<file path="config.mk">
export PLATFORM = sky130hd
export DESIGN_NAME = fetch_sequencer
export DESIGN_NICKNAME = d
export VERILOG_FILES = /design/src/rtl/fetch_sequencer.sv
export SDC_FILE = /design/constraint.sdc
export NUM_CORES = 1
export LEC_CHECK = 0
export ABC_CLOCK_PERIOD_IN_PS = 4400
export CORE_ASPECT_RATIO = 1.1
export CORE_MARGIN = 10
export CORE_UTILIZATION = 30
export CTS_CLUSTER_DIAMETER = 30
export DETAILED_ROUTE_END_ITERATION = 10
export SYNTH_ARGS = -nofsm -noshare
export SYNTH_HDL_FRONTEND = slang
export SYNTH_SLANG_ARGS = --single-unit
export TNS_END_PERCENT = 30
</file>
<file path="constraint.sdc">
create_clock -name clk -period 4.4 [get_ports clk]
set_input_delay 0.88 -clock clk [delete_from_list [all_inputs] [get_ports clk]]
set_output_delay 0.88 -clock clk [all_outputs]
set_load 0.02 [all_outputs]
</file>
<file path="src/rtl/fetch_sequencer.sv">
// Fetch sequencer: owns the architectural PC, issues req/ack fetches to
// instruction memory, buffers one fetched word for decode and handles
// redirects, including killing a fetch that is already in flight.
module fetch_sequencer #(
  parameter logic [31:0] RESET_PC = 32'h0000_3000
) (
  input  logic        clk,
  input  logic        reset_n,
  input  logic        redirect_valid,
  input  logic [31:0] redirect_target,
  input  logic        dec_ready,
  input  logic        stall,
  output logic        imem_req,
  output logic [31:0] imem_addr,
  input  logic        imem_ack,
  input  logic [31:0] imem_rdata,
  output logic        instr_valid,
  output logic [31:0] instr,
  output logic [31:0] instr_pc,
  output logic [31:0] pc_plus_4,
  output logic        addr_err
);

  typedef enum logic [1:0] {
    BOOT  = 2'd0,
    FETCH = 2'd1,
    HOLD  = 2'd2
  } state_t;

  // Word-align a redirect target by clearing the two low bits.
  function automatic logic [31:0] align_word(input logic [31:0] addr);
    return {addr[31:2], 2'b00};
  endfunction

  state_t      state_r, state_s;
  logic [31:0] pc_r, pc_s;
  logic        kill_r, kill_s;
  logic [31:0] pend_r, pend_s;
  logic        instr_valid_r, instr_valid_s;
  logic [31:0] instr_r, instr_s;
  logic [31:0] instr_pc_r, instr_pc_s;
  logic        addr_err_r, addr_err_s;
  logic        imem_req_r;
  logic [31:0] imem_addr_r;
  logic [31:0] redir_tgt_s;
  logic        redir_mis_s;

  // State register.
  always_ff @(posedge clk or negedge reset_n) begin
    if (!reset_n) begin
      state_r <= BOOT;
    end else begin
      state_r <= state_s;
    end
  end

  // Next-state and next-datapath decode; redirect beats consume beats hold.
  always_comb begin
    state_s       = state_r;
    pc_s          = pc_r;
    kill_s        = kill_r;
    pend_s        = pend_r;
    instr_valid_s = instr_valid_r;
    instr_s       = instr_r;
    instr_pc_s    = instr_pc_r;
    addr_err_s    = 1'b0;
    redir_tgt_s   = align_word(redirect_target);
    redir_mis_s   = (redirect_target[1:0] != 2'b00);
    case (state_r)
      BOOT: begin
        state_s = FETCH;
      end
      FETCH: begin
        if (imem_ack) begin
          if (redirect_valid) begin
            // Returning word belongs to the old path: drop it, go to new target.
            pc_s       = redir_tgt_s;
            kill_s     = 1'b0;
            addr_err_s = redir_mis_s;
          end else if (kill_r) begin
            pc_s   = pend_r;
            kill_s = 1'b0;
          end else begin
            instr_s       = imem_rdata;
            instr_pc_s    = pc_r;
            instr_valid_s = 1'b1;
            pc_s          = pc_r + 32'd4;
            state_s       = HOLD;
          end
        end else if (redirect_valid) begin
          // Address must stay stable until the ack, so park the target.
          pend_s     = redir_tgt_s;
          kill_s     = 1'b1;
          addr_err_s = redir_mis_s;
        end else begin
          state_s = FETCH;
        end
      end
      HOLD: begin
        if (redirect_valid) begin
          instr_valid_s = 1'b0;
          pc_s          = redir_tgt_s;
          addr_err_s    = redir_mis_s;
          state_s       = FETCH;
        end else if (dec_ready && !stall) begin
          instr_valid_s = 1'b0;
          state_s       = FETCH;
        end else begin
          state_s = HOLD;
        end
      end
      default: begin
        state_s = BOOT;
      end
    endcase
  end

  // Datapath registers and registered IM request/address.
  always_ff @(posedge clk or negedge reset_n) begin
    if (!reset_n) begin
      pc_r          <= RESET_PC;
      kill_r        <= 1'b0;
      pend_r        <= 32'h0000_0000;
      instr_valid_r <= 1'b0;
      instr_r       <= 32'h0000_0000;
      instr_pc_r    <= 32'h0000_0000;
      addr_err_r    <= 1'b0;
      imem_req_r    <= 1'b0;
      imem_addr_r   <= RESET_PC;
    end else begin
      pc_r          <= pc_s;
      kill_r        <= kill_s;
      pend_r        <= pend_s;
      instr_valid_r <= instr_valid_s;
      instr_r       <= instr_s;
      instr_pc_r    <= instr_pc_s;
      addr_err_r    <= addr_err_s;
      imem_req_r    <= (state_s == FETCH);
      imem_addr_r   <= pc_s;
    end
  end

  assign imem_req    = imem_req_r;
  assign imem_addr   = imem_addr_r;
  assign instr_valid = instr_valid_r;
  assign instr       = instr_r;
  assign instr_pc    = instr_pc_r;
  assign pc_plus_4   = instr_pc_r + 32'd4;
  assign addr_err    = addr_err_r;

endmodule

</file>
==> flow_summary.html, run 1 <==
<table>
<tr><th>Metric</th><th>Value</th></tr>
<tr><th colspan="2">Drt</th></tr>
<tr><td>Final ANT Viol Nets</td><td>0</td></tr>
<tr><td>Final Routed Wirelength</td><td>20.9 mm</td></tr>
<tr><td>Count of TritonRoute iterations in the first routing pass</td><td>5</td></tr>
<tr><td>DR DRC count</td><td>0</td></tr>
<tr><td>Wire per inst</td><td>19.1 um</td></tr>
<tr><td>Total via count in the routed design</td><td>5384</td></tr>
<tr><td>Via-to-Cell Ratio</td><td>4.93</td></tr>
<tr><td>DRC violation total after the first TritonRoute iteration</td><td>231</td></tr>
<tr><th colspan="2">Floorplanning</th></tr>
<tr><td>Vertical extent of the die</td><td>175 um</td></tr>
<tr><td>Num rows</td><td>56</td></tr>
<tr><td>Core region area</td><td>21400 um^2</td></tr>
<tr><td>Initial standard-cell utilization of the core</td><td>30.7%</td></tr>
<tr><td>Area of the die</td><td>28300 um^2</td></tr>
<tr><td>Chip width</td><td>161 um</td></tr>
<tr><td>Number of placed I/O pins</td><td>201</td></tr>
<tr><th colspan="2">Timing</th></tr>
<tr><td>Max-slew violation total from the final report</td><td>0</td></tr>
<tr><td>Final critical path time including I/O delays and setup</td><td>3830 ps</td></tr>
<tr><td>Setup slack after layout</td><td>572 ps</td></tr>
<tr><td>Count of endpoints failing hold in the final timing report</td><td>0</td></tr>
<tr><td>Setup repair after global routing missed its margin</td><td>no</td></tr>
<tr><td>Maximum operating frequency</td><td>0.261 GHz</td></tr>
<tr><td>Count of endpoints failing setup in the final report</td><td>0</td></tr>
<tr><td>Post-Route Skew</td><td>5.88 ps</td></tr>
<tr><td>Final-layout setup total negative slack</td><td>0 ps</td></tr>
<tr><td>Transition time at the pin with the least slew margin</td><td>982 ps</td></tr>
<tr><td>Period utilisation layout</td><td>87.0%</td></tr>
<tr><td>Smallest hold slack</td><td>485 ps</td></tr>
<tr><td>Max-slew headroom at the worst pin</td><td>34.5%</td></tr>
<tr><th colspan="2">Synthesis</th></tr>
<tr><td>Count of flip-flops with a built-in enable after synthesis</td><td>0</td></tr>
<tr><td>Prevailing post-synth register cell</td><td>sky130_fd_sc_hd__dfrtp_1</td></tr>
<tr><td>Average instance area after synthesis</td><td>11.0 um^2</td></tr>
<tr><td>Number of warning messages in the yosys log</td><td>0</td></tr>
<tr><td>Synthesized netlist cell count</td><td>599</td></tr>
<tr><td>Proportion of synthesized chip area in sequential cells</td><td>48.7%</td></tr>
<tr><td>Flip-flop and latch count after synthesis</td><td>128</td></tr>
<tr><td>Proportion of synthesized flip-flops having asynchronous set or reset</td><td>100%</td></tr>
<tr><td>Post-synth cell types</td><td>57</td></tr>
<tr><td>Area of the mapped netlist</td><td>6580 um^2</td></tr>
<tr><th colspan="2">Global routing</th></tr>
<tr><td>Initial antenna violation count</td><td>2</td></tr>
<tr><td>Largest net degree at the start of global routing</td><td>95</td></tr>
<tr><td>Total routing resource utilization after global routing</td><td>14.5%</td></tr>
<tr><td>Overflow left after global routing</td><td>0</td></tr>
<tr><td>Number of global-route vias before repair</td><td>5362</td></tr>
<tr><td>Global-route wire length before repair</td><td>32.3 mm</td></tr>
<tr><th colspan="2">Place</th></tr>
<tr><td>Placed cells</td><td>1060</td></tr>
<tr><td>DP HPWL</td><td>15.1 mm</td></tr>
<tr><td>GP Congestion</td><td>0.823</td></tr>
<tr><td>Total of buffers placed on input and output ports</td><td>194</td></tr>
<tr><td>Dpl ws</td><td>964 ps</td></tr>
<tr><td>Placed instance area</td><td>8800 um^2</td></tr>
<tr><th colspan="2">Cells and area</th></tr>
<tr><td>Area used by multi-input combinational logic</td><td>3150 um^2</td></tr>
<tr><td>Fraction of layout instances using a drive strength above 1</td><td>17.7%</td></tr>
<tr><td>Area growth from synthesis to layout</td><td>42.0%</td></tr>
<tr><td>Top library cells by usage in the layout, fill and taps aside</td><td>sky130_fd_sc_hd__clkdlybuf4s50_1 (193), sky130_fd_sc_hd__dfrtp_1 (126), sky130_fd_sc_hd__mux2_2 (82), sky130_fd_sc_hd__nand2_1 (43), sky130_fd_sc_hd__nor2_1 (40)</td></tr>
<tr><td>Final Util</td><td>43.6%</td></tr>
<tr><td>Count of non-filler cells in the finished layout</td><td>1092</td></tr>
<tr><td>Filler Cells Inserted</td><td>2071</td></tr>
<tr><td>Finished Cell Area</td><td>9350 um^2</td></tr>
<tr><td>Ant. Diodes</td><td>0</td></tr>
<tr><td>Commonest non-fill, non-tap cell in the layout</td><td>sky130_fd_sc_hd__clkdlybuf4s50_1</td></tr>
<tr><td>Combined flip-flop and latch cell area</td><td>3210 um^2</td></tr>
<tr><td>Net total in the final layout</td><td>865</td></tr>
<tr><th colspan="2">Worst hold path</th></tr>
<tr><td>Type of the most critical hold path</td><td>flip-flop to flip-flop</td></tr>
<tr><th colspan="2">Worst setup path</th></tr>
<tr><td>Worst-path cell chain</td><td>nand3_2, nor4_4, nand4_1, nor3_1, xor2_1, clkdlybuf4s50_1</td></tr>
<tr><td>Crit Path Max Fanout</td><td>6</td></tr>
<tr><td>Delay contributed by the slowest stage of the critical path</td><td>640 ps</td></tr>
<tr><td>Worst-path cell with the longest stage delay</td><td>sky130_fd_sc_hd__clkdlybuf4s50_1</td></tr>
<tr><td>Setup Crit Path Kind</td><td>flip-flop to primary output</td></tr>
<tr><td>Kind of launch point of the worst setup path</td><td>flip-flop</td></tr>
<tr><td>Arrival @ worst endpoint</td><td>2950 ps</td></tr>
<tr><td>Critical path required time</td><td>3520 ps</td></tr>
<tr><td>Endpoint kind of the worst setup timing path</td><td>primary output</td></tr>
<tr><th colspan="2">Pwr</th></tr>
<tr><td>Power consumption</td><td>7.32 mW</td></tr>
<tr><td>Power density of the placed cells</td><td>784 nW/um^2</td></tr>
<tr><td>Worst vdd ir</td><td>0.000303 V</td></tr>
<tr><td>Leakage power figure</td><td>3.81 nW</td></tr>
<tr><th colspan="2">Clocking</th></tr>
<tr><td>Root buffer cell</td><td>sky130_fd_sc_hd__clkbuf_16</td></tr>
<tr><td>Postcts setup bufs</td><td>0</td></tr>
<tr><td>Clock tree from TritonCTS</td><td>done</td></tr>
<tr><td>CTS max path bufs</td><td>2</td></tr>
<tr><td>Clock transition at the register clock pins on the worst setup and hold paths after CTS</td><td>60 ps</td></tr>
<tr><td>Hold Buf Count CTS</td><td>0</td></tr>
<tr><td>Post-cts repair resize count</td><td>0</td></tr>
<tr><td>Number of sinks handled by clock tree synthesis</td><td>128</td></tr>
<tr><td>H-tree depth</td><td>4</td></tr>
<tr><td>Num CTS Buffers</td><td>17</td></tr>
<tr><td>Later-pin clock latency in the skew report</td><td>420 ps</td></tr>
<tr><th colspan="2">Status</th></tr>
<tr><td>Result of the run</td><td>complete, no violations</td></tr>
<tr><th colspan="2">Flow run</th></tr>
<tr><td>Count of max-cap constraint violations</td><td>0</td></tr>
</table>
[worst paths after layout]
| kind | startpoint | depth (start not counted) | slack, ps | end |
|---|---|---|---|---|
| min in group asynchronous | reset_n | 1 | 540 | instr[29] |
| setup reg to reg | kill_r | 6 | 1820 | imem_addr[25] |
| setup / recovery | instr_pc[4] | 6 | 570 | pc_plus_4[31] |
| hold reg to reg | instr[29] | 1 | 480 | instr[29] |
| max in group asynchronous | reset_n | 2 | 2970 | imem_addr[12] |
| hold / removal | instr[29] | 1 | 480 | instr[29] |
[kinds of logic (layout without fill, tap and decap cells)]
logic type	after synthesis	after routing	synth area share [%]
other	1	6	0.0570
adders and majority gates	6	6	1.14
xor gates and xnor gates	48	48	6.39
buffers and inverters	54	252	3.82
DFF	128	128	48.7
muxes	86	86	14.7
and+or+nand+nor	173	173	14.8
AOI/OAI and AO/OA	103	103	10.4
[power breakdown]
group | total (mW) | leakage [nW] | internal [mW] | switching, mW
combinational | 3.58 | 1.99 | 1.75 | 1.83
clock | 1.32 | 0.256 | 0.769 | 0.551
sequential | 2.42 | 1.55 | 1.76 | 0.665
total | 7.32 | 3.81 | 4.28 | 3.04
[state kept, by name, summed over array words and instances, names as in the netlist]
name and cells:
instr_pc 30, imem_addr 30, state_r 2, instr_valid 1
kill_r 1, imem_req 1, instr 32, addr_err 1
pend_r 30
[area by class of cell]
| cell class | instances | share of cell area, % |
|---|---|---|
| Multi-Input combinational cell | 422 | 33.7 |
| Inverter | 16 | 0.643 |
| Timing Repair Buffer | 204 | 21.6 |
| Tap cell | 290 | 3.88 |
| Clock buffer | 17 | 4.55 |
| Sequential cell | 128 | 34.3 |
| Clock inverter | 15 | 1.31 |
[synthesized netlist by cell type (3+ instances only)]
cell	n	area share [%]
sky130_fd_sc_hd__and3_1	17	1.6
sky130_fd_sc_hd__xnor2_1	23	3.1
sky130_fd_sc_hd__nor4_1	6	0.57
sky130_fd_sc_hd__xor2_1	25	3.3
sky130_fd_sc_hd__buf_2	10	0.76
sky130_fd_sc_hd__a22oi_1	3	0.34
sky130_fd_sc_hd__nand4_1	13	1.2
sky130_fd_sc_hd__a21oi_1	11	0.84
sky130_fd_sc_hd__nor2_1	40	2.3
sky130_fd_sc_hd__nand2b_1	3	0.29
sky130_fd_sc_hd__o21ai_1	5	0.38
sky130_fd_sc_hd__a221oi_1	15	2.0
sky130_fd_sc_hd__o21ai_0	37	2.8
sky130_fd_sc_hd__buf_4	7	0.80
sky130_fd_sc_hd__dfrtp_1	126	48
sky130_fd_sc_hd__mux2_2	82	14
sky130_fd_sc_hd__a31oi_1	4	0.38
sky130_fd_sc_hd__nor4_4	4	1.3
sky130_fd_sc_hd__o211ai_1	8	0.91
sky130_fd_sc_hd__clkbuf_1	20	1.1
sky130_fd_sc_hd__o211a_1	3	0.46
sky130_fd_sc_hd__ha_1	6	1.1
sky130_fd_sc_hd__nand3_1	21	1.6
sky130_fd_sc_hd__mux2_1	4	0.68
sky130_fd_sc_hd__a222oi_1	3	0.46
sky130_fd_sc_hd__and4_1	3	0.40
sky130_fd_sc_hd__inv_1	16	0.91
sky130_fd_sc_hd__nor3_1	7	0.53
sky130_fd_sc_hd__nand2_1	43	2.5
[worst max-delay path: cells and delay by family, from the launching register on]
family	cells	cell delay, ps
DFF	1	440
and+or+nand+nor	4	1270
xor gates and xnor gates	1	170
buffers and inverters	1	640
[per-layer routing]
| metal | share of wire [%] | GRT usage (%) | vias to the layer above |
|---|---|---|---|
| li1 | - | - | 2537 |
| met5 | 0.15 | 0 | - |
| met2 | 51 | 24.8 | 156 |
| met1 | 41 | 17.4 | 2672 |
| met4 | 1.1 | 4.29 | 4 |
| met3 | 6.4 | 4.02 | 15 |
Note: power is estimated with default switching activity, not from simulation.
==> inputs of run 2 (changes only) <==
--- a/config.mk
+++ b/config.mk
@@ -5,12 +5,14 @@
 export SDC_FILE = /design/constraint.sdc
 export NUM_CORES = 1
 export LEC_CHECK = 0
+export ABC_AREA = 1
 export ABC_CLOCK_PERIOD_IN_PS = 4400
 export CORE_ASPECT_RATIO = 1.1
 export CORE_MARGIN = 10
-export CORE_UTILIZATION = 30
+export CORE_UTILIZATION = 40
 export CTS_CLUSTER_DIAMETER = 30
 export DETAILED_ROUTE_END_ITERATION = 10
+export PLACE_DENSITY = 0.69
 export SYNTH_ARGS = -nofsm -noshare
 export SYNTH_HDL_FRONTEND = slang
 export SYNTH_SLANG_ARGS = --single-unit
==> run 2 against run 1 <==
Net effect: sequential share of layout area decreased by 1.7 points; clock power rose by 3%; synthesized area is 8.0% higher; via count up 32%; utilization rose by 12 points; non-clock buffer count up 3; maximum frequency grew 5.7%; critical path type unchanged; largest cell class is now multi-input combinational cells; largest power group unchanged.
==> flow_summary.html, run 2 <==
<table>
<tr><th>Metric</th><th>Value</th></tr>
<tr><th colspan="2">Status</th></tr>
<tr><td>Result of the run</td><td>complete, no violations</td></tr>
<tr><th colspan="2">Worst setup path</th></tr>
<tr><td>Kind of launch point of the worst setup path</td><td>flip-flop</td></tr>
<tr><td>Reg2reg start</td><td>state_r[1]</td></tr>
<tr><td>Critical path required time</td><td>3520 ps (about the same)</td></tr>
<tr><td>Count of cells along the worst register-to-register path</td><td>8 (+2)</td></tr>
<tr><td>Arrival @ worst endpoint</td><td>2740 ps (-210 ps)</td></tr>
<tr><td>Setup Crit Path Kind</td><td>flip-flop to primary output</td></tr>
<tr><td>Setup slack, reg-to-reg</td><td>1430 ps (-390 ps)</td></tr>
<tr><td>Crit Path Max Fanout</td><td>6 (unchanged)</td></tr>
<tr><td>Capture point of the worst reg-to-reg path</td><td>instr_pc[22]</td></tr>
<tr><td>Endpoint kind of the worst setup timing path</td><td>primary output</td></tr>
<tr><th colspan="2">Pwr</th></tr>
<tr><td>Power density of the placed cells</td><td>785 nW/um^2 (+0.12%)</td></tr>
<tr><td>Relative contribution of the clock network to total power</td><td>17.7% (-0.3 points)</td></tr>
<tr><td>Register share of total power</td><td>30.9% (-2.2 points)</td></tr>
<tr><td>Worst vdd ir</td><td>0.000365 V (+21%)</td></tr>
<tr><td>Leakage power figure</td><td>4.61 nW (+21%)</td></tr>
<tr><td>Logic pwr share</td><td>51.4% (+2.5 points)</td></tr>
<tr><td>Net switching share of the total power</td><td>46.5% (+4.9 points)</td></tr>
<tr><td>Switching power summed over all nets</td><td>3.58 mW (+18%)</td></tr>
<tr><td>Internal portion of total power</td><td>4.13 mW (-3.6%)</td></tr>
<tr><th colspan="2">Cells and area</th></tr>
<tr><td>Net total in the final layout</td><td>1232 (+42%)</td></tr>
<tr><td>Fraction of layout instances using a drive strength above 1</td><td>6.50% (-11 points)</td></tr>
<tr><td>Area growth from synthesis to layout</td><td>38.3%</td></tr>
<tr><td>Ant. Diodes</td><td>0 (unchanged)</td></tr>
<tr><td>Flip-flop count of the largest register after layout</td><td>32 (unchanged)</td></tr>
<tr><td>Final Util</td><td>55.8% (+12 points)</td></tr>
<tr><td>Filler Cells Inserted</td><td>1725 (-17%)</td></tr>
<tr><td>Commonest non-fill, non-tap cell in the layout</td><td>sky130_fd_sc_hd__nand2_1</td></tr>
<tr><td>Top library cells by usage in the layout, fill and taps aside</td><td>sky130_fd_sc_hd__nand2_1 (287), sky130_fd_sc_hd__clkdlybuf4s50_1 (193), sky130_fd_sc_hd__dfrtp_1 (126), sky130_fd_sc_hd__nor2_1 (111), sky130_fd_sc_hd__a21oi_1 (107)</td></tr>
<tr><th colspan="2">Floorplanning</th></tr>
<tr><td>Number of placed I/O pins</td><td>201 (unchanged)</td></tr>
<tr><td>Vertical extent of the die</td><td>160 um (-8.9%)</td></tr>
<tr><td>Area of the die</td><td>23500 um^2 (-17%)</td></tr>
<tr><td>Initial standard-cell utilization of the core</td><td>40.4% (+9.7 points)</td></tr>
<tr><td>Core region area</td><td>17600 um^2 (-18%)</td></tr>
<tr><td>Num rows</td><td>51 (-8.9%)</td></tr>
<tr><td>Chip width</td><td>147 um (-8.8%)</td></tr>
<tr><th colspan="2">Clocking</th></tr>
<tr><td>Clock transition at the register clock pins on the worst setup and hold paths after CTS</td><td>60 ps (about the same)</td></tr>
<tr><td>Post-cts repair resize count</td><td>0 (unchanged)</td></tr>
<tr><td>Num CTS Buffers</td><td>17 (unchanged)</td></tr>
<tr><td>Postcts setup bufs</td><td>0 (unchanged)</td></tr>
<tr><td>Root buffer cell</td><td>sky130_fd_sc_hd__clkbuf_16</td></tr>
<tr><td>Hold Buf Count CTS</td><td>0 (unchanged)</td></tr>
<tr><td>Clock tree from TritonCTS</td><td>done</td></tr>
<tr><td>Later-pin clock latency in the skew report</td><td>430 ps (about the same)</td></tr>
<tr><td>H-tree depth</td><td>4 (unchanged)</td></tr>
<tr><td>Number of sinks handled by clock tree synthesis</td><td>128 (unchanged)</td></tr>
<tr><td>CTS max path bufs</td><td>2 (unchanged)</td></tr>
<tr><th colspan="2">Global routing</th></tr>
<tr><td>Number of global-route vias before repair</td><td>7062 (+32%)</td></tr>
<tr><td>Total routing resource utilization after global routing</td><td>20.1% (+5.6 points)</td></tr>
<tr><td>Overflow left after global routing</td><td>0 (unchanged)</td></tr>
<tr><td>Initial antenna violation count</td><td>0 (-2)</td></tr>
<tr><td>Largest net degree at the start of global routing</td><td>54 (-43%)</td></tr>
<tr><td>Global-route wire length before repair</td><td>38.4 mm (+19%)</td></tr>
<tr><th colspan="2">Synthesis</th></tr>
<tr><td>Synthesized netlist cell count</td><td>968 (+62%)</td></tr>
<tr><td>Prevailing post-synth register cell</td><td>sky130_fd_sc_hd__dfrtp_1</td></tr>
<tr><td>Flip-flop and latch count after synthesis</td><td>128 (unchanged)</td></tr>
<tr><td>Count of flip-flops with a built-in enable after synthesis</td><td>0 (unchanged)</td></tr>
<tr><td>Number of warning messages in the yosys log</td><td>0 (unchanged)</td></tr>
<tr><td>Proportion of synthesized flip-flops having asynchronous set or reset</td><td>100% (unchanged)</td></tr>
<tr><td>Dominant cells by area after synthesis</td><td>sky130_fd_sc_hd__dfrtp_1 (44%), sky130_fd_sc_hd__nand2_1 (15%), sky130_fd_sc_hd__a21oi_1 (7.5%)</td></tr>
<tr><td>Cell type with the largest total area after synthesis</td><td>sky130_fd_sc_hd__dfrtp_1</td></tr>
<tr><td>Area of the mapped netlist</td><td>7110 um^2 (+8.0%)</td></tr>
<tr><td>Most frequent cell after synthesis</td><td>sky130_fd_sc_hd__nand2_1</td></tr>
<tr><td>Proportion of synthesized chip area in sequential cells</td><td>45.1% (-3.6 points)</td></tr>
<tr><td>Post-synth cell types</td><td>40 (-30%)</td></tr>
<tr><td>Post-synth top cells</td><td>sky130_fd_sc_hd__nand2_1 (287), sky130_fd_sc_hd__dfrtp_1 (126), sky130_fd_sc_hd__nor2_1 (111), sky130_fd_sc_hd__a21oi_1 (107), sky130_fd_sc_hd__inv_1 (89)</td></tr>
<tr><td>Share of Yosys cell area claimed by the top area cell type</td><td>44.4% (-3.5 points)</td></tr>
<tr><td>Average instance area after synthesis</td><td>7.34 um^2 (-33%)</td></tr>
<tr><th colspan="2">Timing</th></tr>
<tr><td>Setup repair after global routing missed its margin</td><td>no</td></tr>
<tr><td>Transition time at the pin with the least slew margin</td><td>1110 ps (+125 ps)</td></tr>
<tr><td>Period utilisation layout</td><td>82.3% (-4.7 points)</td></tr>
<tr><td>Maximum operating frequency</td><td>0.276 GHz (+5.7%)</td></tr>
<tr><td>Final critical path time including I/O delays and setup</td><td>3620 ps (-208 ps)</td></tr>
<tr><td>Post-Route Skew</td><td>7.16 ps (+1.28 ps)</td></tr>
<tr><td>Count of endpoints failing setup in the final report</td><td>0 (unchanged)</td></tr>
<tr><td>Max-slew violation total from the final report</td><td>0 (unchanged)</td></tr>
<tr><td>Count of endpoints failing hold in the final timing report</td><td>0 (unchanged)</td></tr>
<tr><td>Max-slew headroom at the worst pin</td><td>26.0% (-8.5 points)</td></tr>
<tr><td>Final-layout setup total negative slack</td><td>0 ps (unchanged)</td></tr>
<tr><th colspan="2">Drt</th></tr>
<tr><td>Via-to-Cell Ratio</td><td>5.04 (+2.1%)</td></tr>
<tr><td>Total via count in the routed design</td><td>7086 (+32%)</td></tr>
<tr><td>Count of TritonRoute iterations in the first routing pass</td><td>5 (unchanged)</td></tr>
<tr><td>Met2 wirelength from detailed routing</td><td>11.4 mm (+7.1%)</td></tr>
<tr><td>Top Metal Used</td><td>met4</td></tr>
<tr><td>Final Routed Wirelength</td><td>24.0 mm (+15%)</td></tr>
<tr><td>DR DRC count</td><td>0 (unchanged)</td></tr>
<tr><td>Total routed wire length on the met1 layer</td><td>10.5 mm (+22%)</td></tr>
<tr><td>Wire per inst</td><td>17.1 um (-11%)</td></tr>
<tr><td>Final ANT Viol Nets</td><td>0 (unchanged)</td></tr>
<tr><td>Met3 routed WL</td><td>1.62 mm (+21%)</td></tr>
<tr><td>DRC violation total after the first TritonRoute iteration</td><td>548 (+140%)</td></tr>
<tr><th colspan="2">Worst hold path</th></tr>
<tr><td>Type of the most critical hold path</td><td>input pin to async pin</td></tr>
<tr><th colspan="2">Place</th></tr>
<tr><td>Total of buffers placed on input and output ports</td><td>194 (unchanged)</td></tr>
<tr><td>GP Congestion</td><td>0.916 (+11%)</td></tr>
<tr><td>DP HPWL</td><td>18.3 mm (+21%)</td></tr>
<tr><th colspan="2">Flow run</th></tr>
<tr><td>Count of max-cap constraint violations</td><td>0 (unchanged)</td></tr>
</table>
[run 2: worst max-delay path by stage]
stage | slack, ps | cells past startpoint | from | end
after global placement | 800 | 8 | redirect_valid | instr_pc[22]
final | 780 | 10 | instr_pc[3] | pc_plus_4[20]
after detailed placement | 740 | 7 | imem_ack | instr_pc[22]
after global routing | 600 | 10 | instr_pc[3] | pc_plus_4[20]
after floorplan | 1740 | 7 | instr_pc[3] | pc_plus_4[14]
after CTS | 750 | 9 | instr_pc[3] | pc_plus_4[16]
[run 2: power groups by stage]
| stage | combinational [mW] | clock (mW) | sequential, mW |
|---|---|---|---|
| after global placement | 3.92 | 0 | 2.39 |
| after CTS | 4.00 | 1.38 | 2.37 |
| after detailed placement | 3.98 | 0 | 2.39 |
| after global routing | 4.34 | 1.43 | 2.46 |
| final | 3.96 | 1.36 | 2.38 |
| after floorplan | 1.75 | 0 | 2.72 |
[run 2: critical path: stages, from the launching register on]
cell,delay [ps]
sky130_fd_sc_hd__dfrtp_1,450
sky130_fd_sc_hd__ha_1,250
sky130_fd_sc_hd__inv_1,100
sky130_fd_sc_hd__nor3_4,290
sky130_fd_sc_hd__nand3_4,130
sky130_fd_sc_hd__nor2_4,150
sky130_fd_sc_hd__nand2_4,90
sky130_fd_sc_hd__nor2_8,110
sky130_fd_sc_hd__nand3_1,80
sky130_fd_sc_hd__nand2_1,80
sky130_fd_sc_hd__clkdlybuf4s50_1,600
[run 2: kinds of logic after synthesis]
family,count (synthesis),share of synthesized area (%)
adder cells (fa/ha/maj),6,1.06
flip-flops,128,45.1
XOR/XNOR,26,3.31
other,1,0.0528
AND/OR/NAND/NOR,494,29.6
buffers and inverters,139,7.87
AO/OA/AOI/OAI,174,13.0
[run 2: per-layer routing]
layer / track usage [%] / vias to the layer above
li1: - / 3487
met1: 26.1 / 3318
met2: 32.2 / 252
met3: 5.12 / 29
met4: 6.00 / 0
met5: 0 / -
[run 2: cell type report]
cell class / count / area (um^2) / share of cell area [%]
multi-input combinational: 706 / 3360 / 34.2
tap: 238 / 298 / 3.03
clock buffer: 17 / 425 / 4.33
sequential: 128 / 3210 / 32.6
clock inverter: 15 / 139 / 1.41
timing repair buffer: 207 / 2040 / 20.7
inverter: 96 / 360 / 3.67
[run 2: per-stage QoR]
step                      power [mW]  std cells  setup slack (ps)  hold WS (ps)  instance area, um^2
after floorplan                 4.47        973              1740           437                 7130
after global placement          6.31       1375               803           454                 9260
after detailed placement        6.37       1375               745           458                 9260
after CTS                       7.76       1407               748           441                 9830
after global routing            8.24       1407               597           457                 9830
final                           7.71       1407               780           430                 9830
